<file path="src/rtl/serial_addsub_if.sv">
// Handshake and operand/result bundle for the bit-serial adder/subtractor.
interface serial_addsub_if #(
    parameter int WIDTH = 8
);
    logic             start;
    logic             sub;
    logic [WIDTH-1:0] a;
    logic [WIDTH-1:0] b;
    logic             ready;
    logic             busy;
    logic             done;
    logic [WIDTH-1:0] result;
    logic             carry_out;
    logic             overflow;
    logic             zero;

    modport master (
        output start, sub, a, b,
        input  ready, busy, done, result, carry_out, overflow, zero
    );

    modport slave (
        input  start, sub, a, b,
        output ready, busy, done, result, carry_out, overflow, zero
    );
endinterface

</file>
<file path="src/rtl/serial_addsub.sv">
// Bit-serial adder/subtractor: one DIGIT-bit adder slice walks a WIDTH-bit
// operand pair LSB digit first, carry registered between digits.
module serial_addsub #(
    parameter int WIDTH = 8,
    parameter int DIGIT = 1
) (
    input  logic           clk,
    input  logic           rst_n,
    serial_addsub_if.slave bus
);
    localparam int N  = WIDTH / DIGIT;
    localparam int KW = (N > 1) ? $clog2(N) : 1;
    localparam logic [KW-1:0]    K_LAST = KW'(N - 1);
    localparam logic [WIDTH-1:0] DMASK  = ~({WIDTH{1'b1}} << DIGIT);

    generate
        if (WIDTH < 2 || DIGIT < 1 || (WIDTH % DIGIT) != 0) begin : g_bad_params
            $error("serial_addsub: WIDTH must be >= 2 and a multiple of DIGIT");
        end
    endgenerate

    typedef enum logic [1:0] {IDLE, RUN, DONE} state_t;

    state_t           state_q, state_d;
    logic             accept, last;
    logic [WIDTH-1:0] a_q, b_q, wrk_q, wrk_d;
    logic             cy_q, cy_d;
    logic [KW-1:0]    k_q;
    logic [WIDTH-1:0] result_q;
    logic             carry_q, ovf_q, zero_q;
    logic [DIGIT:0]   dsum;
    int unsigned      sh;

    always_ff @(posedge clk or negedge rst_n) begin
        if (!rst_n) state_q <= IDLE;
        else        state_q <= state_d;
    end

    always_comb begin
        state_d = state_q;
        accept  = 1'b0;
        last    = 1'b0;
        unique case (state_q)
            IDLE: if (bus.start) begin
                state_d = RUN;
                accept  = 1'b1;
            end
            RUN: if (k_q == K_LAST) begin
                state_d = DONE;
                last    = 1'b1;
            end
            DONE: begin
                if (bus.start) begin
                    state_d = RUN;
                    accept  = 1'b1;
                end else begin
                    state_d = IDLE;
                end
            end
            default: state_d = IDLE;
        endcase
    end

    // Digit k is selected by shifting, then merged back under a sliding mask.
    always_comb begin
        sh    = k_q * DIGIT;
        dsum  = {1'b0, DIGIT'(a_q >> sh)} + {1'b0, DIGIT'(b_q >> sh)}
              + {{DIGIT{1'b0}}, cy_q};
        cy_d  = dsum[DIGIT];
        wrk_d = (wrk_q & ~(DMASK << sh)) | (WIDTH'(dsum[DIGIT-1:0]) << sh);
    end

    always_ff @(posedge clk or negedge rst_n) begin
        if (!rst_n) begin
            a_q      <= '0;
            b_q      <= '0;
            wrk_q    <= '0;
            cy_q     <= 1'b0;
            k_q      <= '0;
            result_q <= '0;
            carry_q  <= 1'b0;
            ovf_q    <= 1'b0;
            zero_q   <= 1'b0;
        end else if (accept) begin
            a_q  <= bus.a;
            b_q  <= bus.sub ? ~bus.b : bus.b;
            cy_q <= bus.sub;
            k_q  <= '0;
        end else if (state_q == RUN) begin
            wrk_q <= wrk_d;
            cy_q  <= cy_d;
            k_q   <= k_q + KW'(1);
            if (last) begin
                result_q <= wrk_d;
                carry_q  <= cy_d;
                zero_q   <= (wrk_d == '0);
                ovf_q    <= (a_q[WIDTH-1] == b_q[WIDTH-1]) && (wrk_d[WIDTH-1] != a_q[WIDTH-1]);
            end
        end
    end

    assign bus.ready     = (state_q != RUN);
    assign bus.busy      = (state_q == RUN);
    assign bus.done      = (state_q == DONE);
    assign bus.result    = result_q;
    assign bus.carry_out = carry_q;
    assign bus.overflow  = ovf_q;
    assign bus.zero      = zero_q;
endmodule

</file>
<file path="src/flat_wrapper.sv">
// flat-port wrapper written by rule: the top's interface ports become plain ports
module serial_addsub_flat 
#(
    parameter int WIDTH = 8,
    parameter int DIGIT = 1
)
  (clk, rst_n, bus_start, bus_sub, bus_a, bus_b, bus_ready, bus_busy, bus_done, bus_result, bus_carry_out, bus_overflow, bus_zero);
  serial_addsub_if #(.WIDTH(WIDTH)) bus_i ();
  input  logic clk;
  input  logic rst_n;
  input wire logic [$bits(bus_i.start)-1:0] bus_start;
  input wire logic [$bits(bus_i.sub)-1:0] bus_sub;
  input wire logic [$bits(bus_i.a)-1:0] bus_a;
  input wire logic [$bits(bus_i.b)-1:0] bus_b;
  output wire logic [$bits(bus_i.ready)-1:0] bus_ready;
  output wire logic [$bits(bus_i.busy)-1:0] bus_busy;
  output wire logic [$bits(bus_i.done)-1:0] bus_done;
  output wire logic [$bits(bus_i.result)-1:0] bus_result;
  output wire logic [$bits(bus_i.carry_out)-1:0] bus_carry_out;
  output wire logic [$bits(bus_i.overflow)-1:0] bus_overflow;
  output wire logic [$bits(bus_i.zero)-1:0] bus_zero;
  assign bus_i.start = bus_start;
  assign bus_i.sub = bus_sub;
  assign bus_i.a = bus_a;
  assign bus_i.b = bus_b;
  assign bus_ready = bus_i.ready;
  assign bus_busy = bus_i.busy;
  assign bus_done = bus_i.done;
  assign bus_result = bus_i.result;
  assign bus_carry_out = bus_i.carry_out;
  assign bus_overflow = bus_i.overflow;
  assign bus_zero = bus_i.zero;
  serial_addsub #(.WIDTH(WIDTH), .DIGIT(DIGIT)) u_core (.clk(clk), .rst_n(rst_n), .bus(bus_i));
endmodule
</file>
<file path="config.mk">
export PLATFORM = sky130hd
export DESIGN_NAME = serial_addsub_flat
export DESIGN_NICKNAME = d
export VERILOG_FILES = /design/src/rtl/serial_addsub_if.sv /design/src/rtl/serial_addsub.sv /design/src/flat_wrapper.sv
export SDC_FILE = /design/constraint.sdc
export NUM_CORES = 1
export LEC_CHECK = 0
export ABC_AREA = 1
export CAP_MARGIN = 10
export CORE_UTILIZATION = 30
export CTS_BUF_LIST = sky130_fd_sc_hd__clkbuf_16
export DETAILED_ROUTE_END_ITERATION = 6
export SLEW_MARGIN = 10
export SYNTH_ARGS = -nofsm -noshare
export SYNTH_HDL_FRONTEND = slang
export SYNTH_SLANG_ARGS = --single-unit
export TNS_END_PERCENT = 5
</file>
<file path="constraint.sdc">
create_clock -name clk -period 3.21 [get_ports clk]
set_input_delay 0.8025 -clock clk [delete_from_list [all_inputs] [get_ports clk]]
set_output_delay 0.8025 -clock clk [all_outputs]
set_load 0.1 [all_outputs]
</file>
**After elaboration in Yosys (flattened, before gate mapping)**

Cells that the tools add are included.
W data, S select, Z words.

- Flip-flop bits (word level): 41
- Input bits: 20
- Logic and storage cells: 51

- Add/subtract/negate cells: 3
- Equal/unequal tests: 8
- Shift-type cells: 4
- Multiplexer cells: 13
- Bitwise operators: 5
- Reductions and logical operators: 8

Operators by type and width:

| operator | number |
|---|---|
| $not A8 Y8 | 2 |
| $shr A8 B3 Y1 | 2 |
| $and A8 B8 Y8 | 1 |
| $logic_not A8 Y1 | 1 |
| $mux W8 | 1 |
| $or A8 B8 Y8 | 1 |
| $shl A1 B3 Y8 | 1 |
| $shl A1 B3 Y8 const A | 1 |
| $mux W1 | 7 |
| $mux W3 | 2 |
| $pmux W2 S3 | 1 |
| $mux W2 | 2 |
| $ne A2 B1 Y1 const B | 2 |
| $reduce_and A2 Y1 | 2 |
| $add A3 B1 Y3 const B | 1 |
| $eq A3 B3 Y1 const B | 1 |
| $reduce_and A3 Y1 | 1 |
| $add A1 B1 Y2 | 1 |
| $add A2 B1 Y2 | 1 |
| $eq A2 B1 Y1 const B | 1 |
| $eq A2 B2 Y1 const B | 1 |
| $logic_not A2 Y1 | 1 |
| $ne A2 B2 Y1 const B | 1 |
| $reduce_bool A2 Y1 | 1 |
| other kinds (5) | 5 |

**Depth between registers and ports, before layout**

Gate-level depths: netlist of the first run.

- Word-level depth: 7
- Mapped depth: 14

**Worst setup path after synthesis of the first run**

No wires, ideal clock.

- Kind: register to output
- Start point: reg u_core.state_q[0]
- End point: out bus_done
- Arrival: 1.667 ns
- Data required time: 2.408 ns
- Setup slack: 0.740 ns
- Cell stages (with the launch flop): 2
- Path buffers: 0
- Cells stage by stage: dfrtp_1 -> nor2_1

- Longest elaborated chain between the ends: 1

RTL lines:

| what | line | RTL |
|---|---|---|
| from (decl) | serial_addsub.sv:24 | `state_t state_q, state_d;` |
| from (signal assigned) | serial_addsub.sv:36 | `else state_q <= state_d;` |
| $eq A2 B2 Y1 | serial_addsub.sv:104 | `assign bus.done = (state_q == DONE);` |
| to (decl) | flat_wrapper.sv:17 | `output wire logic [$bits(bus_i.done)-1:0] bus_done;` |

Every way passes these cells.

**Worst setup path after layout of the first run**

- Start point: reg u_core.k_q[0]
- End point: reg u_core.ovf_q, in the netlist u_core.bus.overflow

- Longest elaborated chain between the ends: 7

RTL lines:

| what | line | RTL |
|---|---|---|
| from (decl) | serial_addsub.sv:28 | `logic [KW-1:0] k_q;` |
| from (signal assigned) | serial_addsub.sv:92 | `k_q <= k_q + KW'(1);` |
| $shr A8 B3 Y1 | serial_addsub.sv:67 | `dsum = {1'b0, DIGIT'(a_q >> sh)} + {1'b0, DIGIT'(b_q >> sh)}` |
| $add A1 B1 Y2 | serial_addsub.sv:67 |  |
| $add A2 B1 Y2 | serial_addsub.sv:68 | `+ {{DIGIT{1'b0}}, cy_q};` |
| $shl A1 B3 Y8 | serial_addsub.sv:70 | `wrk_d = (wrk_q & ~(DMASK << sh)) \| (WIDTH'(dsum[DIGIT-1:0]) << sh);` |
| $or A8 B8 Y8 | serial_addsub.sv:70 |  |
| $ne A1 B1 Y1 | serial_addsub.sv:97 | `ovf_q <= (a_q[WIDTH-1] == b_q[WIDTH-1]) && (wrk_d[WIDTH-1] != a_q[WIDTH-1]);` |
| $logic_and A1 B1 Y1 | serial_addsub.sv:97 |  |
| to (signal assigned) | serial_addsub.sv:97 |  |
| to (decl) | serial_addsub.sv:30 | `logic carry_q, ovf_q, zero_q;` |

Parallel ways exist; a longest one is shown, timed or not.
A chain may end at the register's enable or synchronous reset.

==> key figures, run 1 <==
Place
  – I/O Buffers: 33
  – Detailed placement HPWL: 2989 um
  – GPL Wtd Cong: 0.8055

Worst setup path
  – Worst stage delay on the critical path: 0.68 ns
  – Arr. time, crit path: 2.88 ns
  – CP most frequent cell: nand2_1
  – Kind of critical path: flip-flop to flip-flop
  – CP top delay family: flip-flops
  – Worst EP required: 3.43 ns
  – Critical Path Start Type: flip-flop
  – Worst-path fanout max: 16
  – WP buf/inv: 1
  – Slowest CP cell: dfrtp_1
  – CP cell instances: inv_2 -> o21ai_0 -> o22ai_1 -> nand2_1 -> nand2_1 -> fa_1 -> nand4_2 -> o21ai_2 -> nand2_1 -> o21ai_0 -> nand2_1 -> nand2_1
  – Worst Setup End Kind: flip-flop

STA
  – Worst-margin pin slew: 0.9026 ns
  – Setup total negative slack: 0 ns
  – Relative max-transition margin: 0.3983
  – Period minus WS final: 2.663 ns
  – Finish-stage setup viols: 0
  – Final Hold Viols: 0
  – RSZ-0062 raised after global routing: no
  – Fin Clk Skew: 0.004205 ns
  – Max Clk Rate: 0.3755 GHz
  – Final Max Slew Viols: 0
  – Crit share post-route: 0.8295

GRT
  – First-pass GRT wire length: 7452 um
  – Tot GR Track Use: 0.1312
  – Grt ovf: 0
  – Number of global-route vias before repair: 1,615
  – Antenna violations before repair: 0
  – Pin count of the biggest net entering global routing: 42

CTS
  – H-Tree Depth: 2
  – Clock Tree Root: clkbuf_16
  – Postcts setup bufs: 0
  – Clock tree from TritonCTS: built
  – # clock sinks: 41
  – Total CTS buffers: 5
  – Clock transition at path regs: 0.06 ns
  – CTS resizes: 0
  – Clock Tree Buf Depth: 2
  – Hold-fix buffers, CTS: 0
  – Clock latency on the worst-skew pair: 0.28 ns

Finish
  – Layout area overhead: 21.89%
  – Most frequent cells in the layout: nand2_1 (67), dfrtp_1 (41), clkdlybuf4s50_1 (18), o21ai_0 (17), buf_4 (14)
  – Layout cells sized above 1: 0.1699
  – Final nets: 285
  – Commonest non-fill, non-tap cell in the layout: nand2_1
  – Ant. Diodes: 0

Floorplan
  – Core area: 0.006495 mm2
  – Io pins: 34
  – Die W: 85.16 um
  – Die Ht: 85.16 um
  – FP Rows: 29
  – Die Area: 0.007251 mm2
  – Initial Util: 0.3194

Synth
  – Syn nets: 254
  – Gate Count Post-Synth: 227
  – Register area share after synthesis: 0.4946
  – Post-Syn Area: 0.002074 mm2
  – Synth cell types: 31
  – Seq cells post-synth: 41
  – Avg Inst Size Synth: 9.139 um2
  – YS warnings: 0

Route
  – WL/cell: 12.51 um
  – Post-Route WL: 4203 um
  – Vias/cell: 4.625
  – Initial drt markers: 123
  – DRC Markers: 0
  – Vias: 1,554
  – Post-DRT Antenna Nets: 0
  – First-pass detailed-route iteration total: 4

Hold path
  – Min-Delay Path Class: flip-flop to flip-flop

Outcome
  – Status: complete, no violations

Run
  – Max Cap Violations: 0
## final timing paths
kind / start / cells after the start / to / slack [ns]
setup / recovery: u_core.k_q[0]$_DFFE_PN0P_ / 12 / u_core.bus.overflow$_DFFE_PN0P_ / 0.55
hold / removal: u_core.b_q[0]$_DFFE_PN0P_ / 2 / u_core.b_q[0]$_DFFE_PN0P_ / 0.48
setup reg to reg: u_core.k_q[0]$_DFFE_PN0P_ / 12 / u_core.bus.overflow$_DFFE_PN0P_ / 0.55
hold reg to reg: u_core.b_q[0]$_DFFE_PN0P_ / 2 / u_core.b_q[0]$_DFFE_PN0P_ / 0.48
max in group asynchronous: rst_n / 1 / u_core.b_q[2]$_DFFE_PN0P_ / 1.98
min in group asynchronous: rst_n / 1 / u_core.a_q[4]$_DFFE_PN0P_ / 0.65
## sequential cells by signal (all words and copies together) (netlist names)
name and flops:
u_core.bus.zero 1, u_core.cy_q 1, u_core.b_q 8, u_core.bus.carry_out 1, u_core.a_q 8, u_core.k_q 3
u_core.bus.overflow 1, u_core.state_q 2, u_core.wrk_q 8, u_core.bus.result 8
## cells by family (layout without fill, tap and decap cells)
group | after synthesis | count (layout) | synth area share
simple gates | 101 | 101 | 0.2201
flops | 41 | 41 | 0.4946
compound gates | 38 | 38 | 0.1019
buf+inv | 24 | 56 | 0.06031
xor+xnor | 8 | 8 | 0.03378
mux | 8 | 8 | 0.04343
fa+ha+maj | 7 | 7 | 0.04584
## per-stage QoR
step / worst slack [ns] / std cells / hold slack (ns) / utilization / area [um2]
2_1_floorplan: 0.7402 / 227 / 0.4468 / - / 2074
4_1_cts: 0.5268 / 336 / 0.4908 / 0.3893 / 2529
3_3_place_gp: 0.6323 / 328 / 0.4719 / 0.3683 / 2392
6_report: 0.5471 / 336 / 0.4848 / 0.3893 / 2529
3_5_place_dp: 0.5538 / 328 / 0.4753 / 0.3683 / 2392
5_1_grt: 0.2897 / 336 / 0.5042 / 0.3893 / 2529
## final cells by class
| cell class | count | area, um2 |
|---|---|---|
| Sequential cell | 41 | 1026 |
| Multi-Input combinational cell | 162 | 923.4 |
| Clock inverter | 3 | 11.26 |
| Tap cell | 77 | 96.34 |
| Fill cell | 670 | 3966 |
| Timing Repair Buffer | 33 | 290.3 |
| Inverter | 15 | 56.30 |
| Clock buffer | 5 | 125.1 |
## Yosys cell counts
cell type | n | area, um2
nor2_8 | 1 | 20.02
dfrtp_1 | 41 | 1026
a21boi_0 | 2 | 15.01
nand4_1 | 5 | 31.28
buf_4 | 2 | 15.01
nor2_2 | 2 | 12.51
o21ai_2 | 2 | 17.52
a21oi_1 | 1 | 5.000
inv_2 | 6 | 22.52
or2_2 | 1 | 6.260
nand2_4 | 1 | 11.26
nor3_1 | 1 | 5.000
xnor2_1 | 8 | 70.07
nand3_1 | 7 | 35.03
fa_1 | 1 | 20.02
nor2_1 | 12 | 45.04
ha_1 | 6 | 75.07
mux2_2 | 7 | 78.83
nand3_2 | 2 | 20.02
clkinv_1 | 1 | 3.750
o21ai_1 | 9 | 45.04
buf_6 | 3 | 33.78
buf_2 | 4 | 20.02
nand2_2 | 1 | 6.260
mux2_1 | 1 | 11.26
o21ai_0 | 17 | 85.08
nand2_1 | 67 | 251.5
inv_1 | 8 | 30.03
o22ai_1 | 5 | 31.28
a31oi_1 | 2 | 12.51
nand4_2 | 1 | 12.51
## worst reg2reg max path: stages, from the launching register on
cell and delay [ns]:
dfrtp_1 0.68, inv_2 0.23, o21ai_0 0.21, o22ai_1 0.08, nand2_1 0.06, nand2_1 0.08
fa_1 0.66, nand4_2 0.21, o21ai_2 0.13, nand2_1 0.06, o21ai_0 0.08, nand2_1 0.07
nand2_1 0.06
## routing by layer
layer  global-route usage  share of wire  routed length, um  vias up
li1                     -              -                  -      802
met1               0.1805           0.49               2068      722
met2               0.2053           0.47               1965       28
met3              0.03599          0.037                154        2
met4              0.03236         0.0033                 14        0
met5                    0              0                  0        -
Power of run 1 is not shown: default switching activity piles up to over one toggle a cycle in this logic, so the estimate is an artifact.
==> inputs of run 2 (changes only) <==
==> constraint.sdc (replaced) <==
create_clock -name clk -period 2.43 [get_ports clk]
set_input_delay 0.6075 -clock clk [delete_from_list [all_inputs] [get_ports clk]]
set_output_delay 0.6075 -clock clk [all_outputs]
set_load 0.1 [all_outputs]
==> key figures, run 2 (synthesis results as in run 1) <==
Worst setup path
  – FF-to-FF path depth: 13 (+1)
  – Slowest CP cell: fa_2
  – R2R Path End: u_core.bus.zero$_DFFE_PN0P_
  – Worst EP required: 2.61 ns (-0.82 ns)
  – Critical Path Start Type: flip-flop
  – CP cell instances: inv_4 -> o21ai_1 -> o22ai_1 -> nand2_1 -> nand2_1 -> fa_2 -> inv_2 -> nor2_2 -> nand3_2 -> nand4_1 -> nor2_1 -> nand2_1 -> nand2_1
  – Worst Setup End Kind: flip-flop
  – Kind of critical path: flip-flop to flip-flop
  – Arr. time, crit path: 2.34 ns (-0.54 ns)
  – CP most frequent cell: nand2_1
  – Worst stage delay on the critical path: 0.63 ns (-0.05 ns)
  – R2r setup slk: 0.27 ns (-0.28 ns)
  – Reg2reg start: u_core.k_q[0]$_DFFE_PN0P_
  – Worst-path fanout max: 14 (-2)

Floorplan
  – FP Rows: 29 (unchanged)
  – Die Area: 0.007251 mm2 (unchanged)
  – Die W: 85.16 um (unchanged)
  – Core area: 0.006495 mm2 (unchanged)
  – Io pins: 34 (unchanged)
  – Initial Util: 0.3194 (unchanged)
  – Die Ht: 85.16 um (unchanged)

Route
  – Post-Route WL: 4232 um (+0.69%)
  – Initial drt markers: 101 (-18%)
  – DRC Markers: 0 (unchanged)
  – Post-DRT Antenna Nets: 0 (unchanged)
  – Vias: 1,584 (+1.9%)
  – WL/cell: 12.34 um (-1.4%)
  – Vias/cell: 4.618 (-0.15%)
  – First-pass detailed-route iteration total: 4 (unchanged)

Finish
  – Final nets: 292 (+2.5%)
  – Ant. Diodes: 0 (unchanged)
  – Commonest non-fill, non-tap cell in the layout: nand2_1
  – Layout area overhead: 27.02%
  – Reg area: 0.001028 mm2 (+0.24%)
  – Layout cells sized above 1: 0.2105 (+0.04064)
  – Multi-input gate area: 925.9 um2 (+0.27%)
  – Fill count: 648 (-3.3%)
  – Most frequent cells in the layout: nand2_1 (67), dfrtp_1 (39), clkdlybuf4s50_1 (18), buf_4 (18), o21ai_0 (16)

GRT
  – First-pass GRT wire length: 7693 um (+3.2%)
  – Antenna violations before repair: 0 (unchanged)
  – Number of global-route vias before repair: 1,590 (-1.5%)
  – Tot GR Track Use: 0.1349 (+0.003681)
  – Grt ovf: 0 (unchanged)
  – Pin count of the biggest net entering global routing: 42 (unchanged)

Place
  – Place WS: 0.1330 ns (-0.4207 ns)
  – I/O Buffers: 33 (unchanged)
  – Detailed placement HPWL: 2998 um (+0.30%)
  – GPL Wtd Cong: 0.8145 (+1.1%)

STA
  – RSZ-0062 raised after global routing: no
  – Final Max Slew Viols: 0 (unchanged)
  – Finish-stage setup viols: 0 (unchanged)
  – Worst-margin pin slew: 0.4955 ns (-0.4071 ns)
  – Final Worst Setup Slack: 0.2678 ns (-0.2793 ns)
  – Max Clk Rate: 0.4625 GHz (+23%)
  – Period minus WS final: 2.162 ns (-0.5007 ns)
  – Worst hold slack: 0.2856 ns (-0.1992 ns)
  – Relative max-transition margin: 0.6686 (+0.2704)
  – Crit share post-route: 0.8898 (+0.06024)
  – Final Hold Viols: 0 (unchanged)
  – Fin Clk Skew: 0.005760 ns (+0.001555 ns)
  – Setup total negative slack: 0 ns (unchanged)

CTS
  – Total CTS buffers: 5 (unchanged)
  – H-Tree Depth: 2 (unchanged)
  – Clock Tree Buf Depth: 2 (unchanged)
  – Clock transition at path regs: 0.06 ns (about the same)
  – Clock latency on the worst-skew pair: 0.28 ns (about the same)
  – Clock Tree Root: clkbuf_16
  – # clock sinks: 41 (unchanged)
  – Clock tree from TritonCTS: built

Run
  – Max Cap Violations: 0 (unchanged)

Outcome
  – Status: complete, no violations

Hold path
  – Min-Delay Path Class: input pin to async pin
## run 2: final cells by class
class                           instances  share of cell area
Clock inverter                          3            0.006648
Sequential cell                        41              0.3903
Timing Repair Buffer                   40              0.1443
Multi-Input combinational cell        162              0.3514
Tap cell                               77             0.03656
Inverter                               15             0.02327
Clock buffer                            5             0.04748
## run 2: worst max-delay path by stage
stage / from / to / slack [ns]
after CTS: u_core.k_q[0]$_DFFE_PN0P_ / u_core.bus.zero$_DFFE_PN0P_ / 0.04
final: u_core.k_q[0]$_DFFE_PN0P_ / u_core.bus.zero$_DFFE_PN0P_ / 0.27
after global placement: u_core.k_q[0]$_DFFE_PN0P_ / u_core.bus.zero$_DFFE_PN0P_ / 0.22
after detailed placement: u_core.k_q[0]$_DFFE_PN0P_ / u_core.bus.zero$_DFFE_PN0P_ / 0.13
after floorplan: u_core.state_q[0]$_DFFE_PN0P_ / bus_done / 0.16
after global routing: u_core.k_q[0]$_DFFE_PN0P_ / u_core.bus.zero$_DFFE_PN0P_ / 0.04
## run 2: what timing repair did
item	in CTS	in global routing
endpoints found under the setup margin	0	17
hold buffers	0	0
resized for setup	0	6
buffers inserted	0	0
## run 2: routing by layer
metal / part of all wire / GRT usage / routed length (um)
met5: 0 / 0 / 0
met1: 0.50 / 0.1947 / 2130
met4: 0.022 / 0.05393 / 91
met2: 0.43 / 0.1899 / 1836
met3: 0.041 / 0.03794 / 175
## run 2: worst max-delay path, delay by kind of cell (launching register included)
family,cells,cell delay [ns]
adders and majority gates,1,0.63
and+or+nand+nor,8,0.59
DFF,1,0.44
AOI/OAI and AO/OA,2,0.25
buffers and inverters,2,0.15
## run 2: stage by stage
step | std cells | instance area, um2 | utilization
after detailed placement | 335 | 2482 | 0.3822
after global routing | 343 | 2635 | 0.4057
final | 343 | 2635 | 0.4057
after global placement | 335 | 2482 | 0.3822
after CTS | 343 | 2625 | 0.4042
after floorplan | 227 | 2074 | -
Power of run 2 is left out for the same reason.
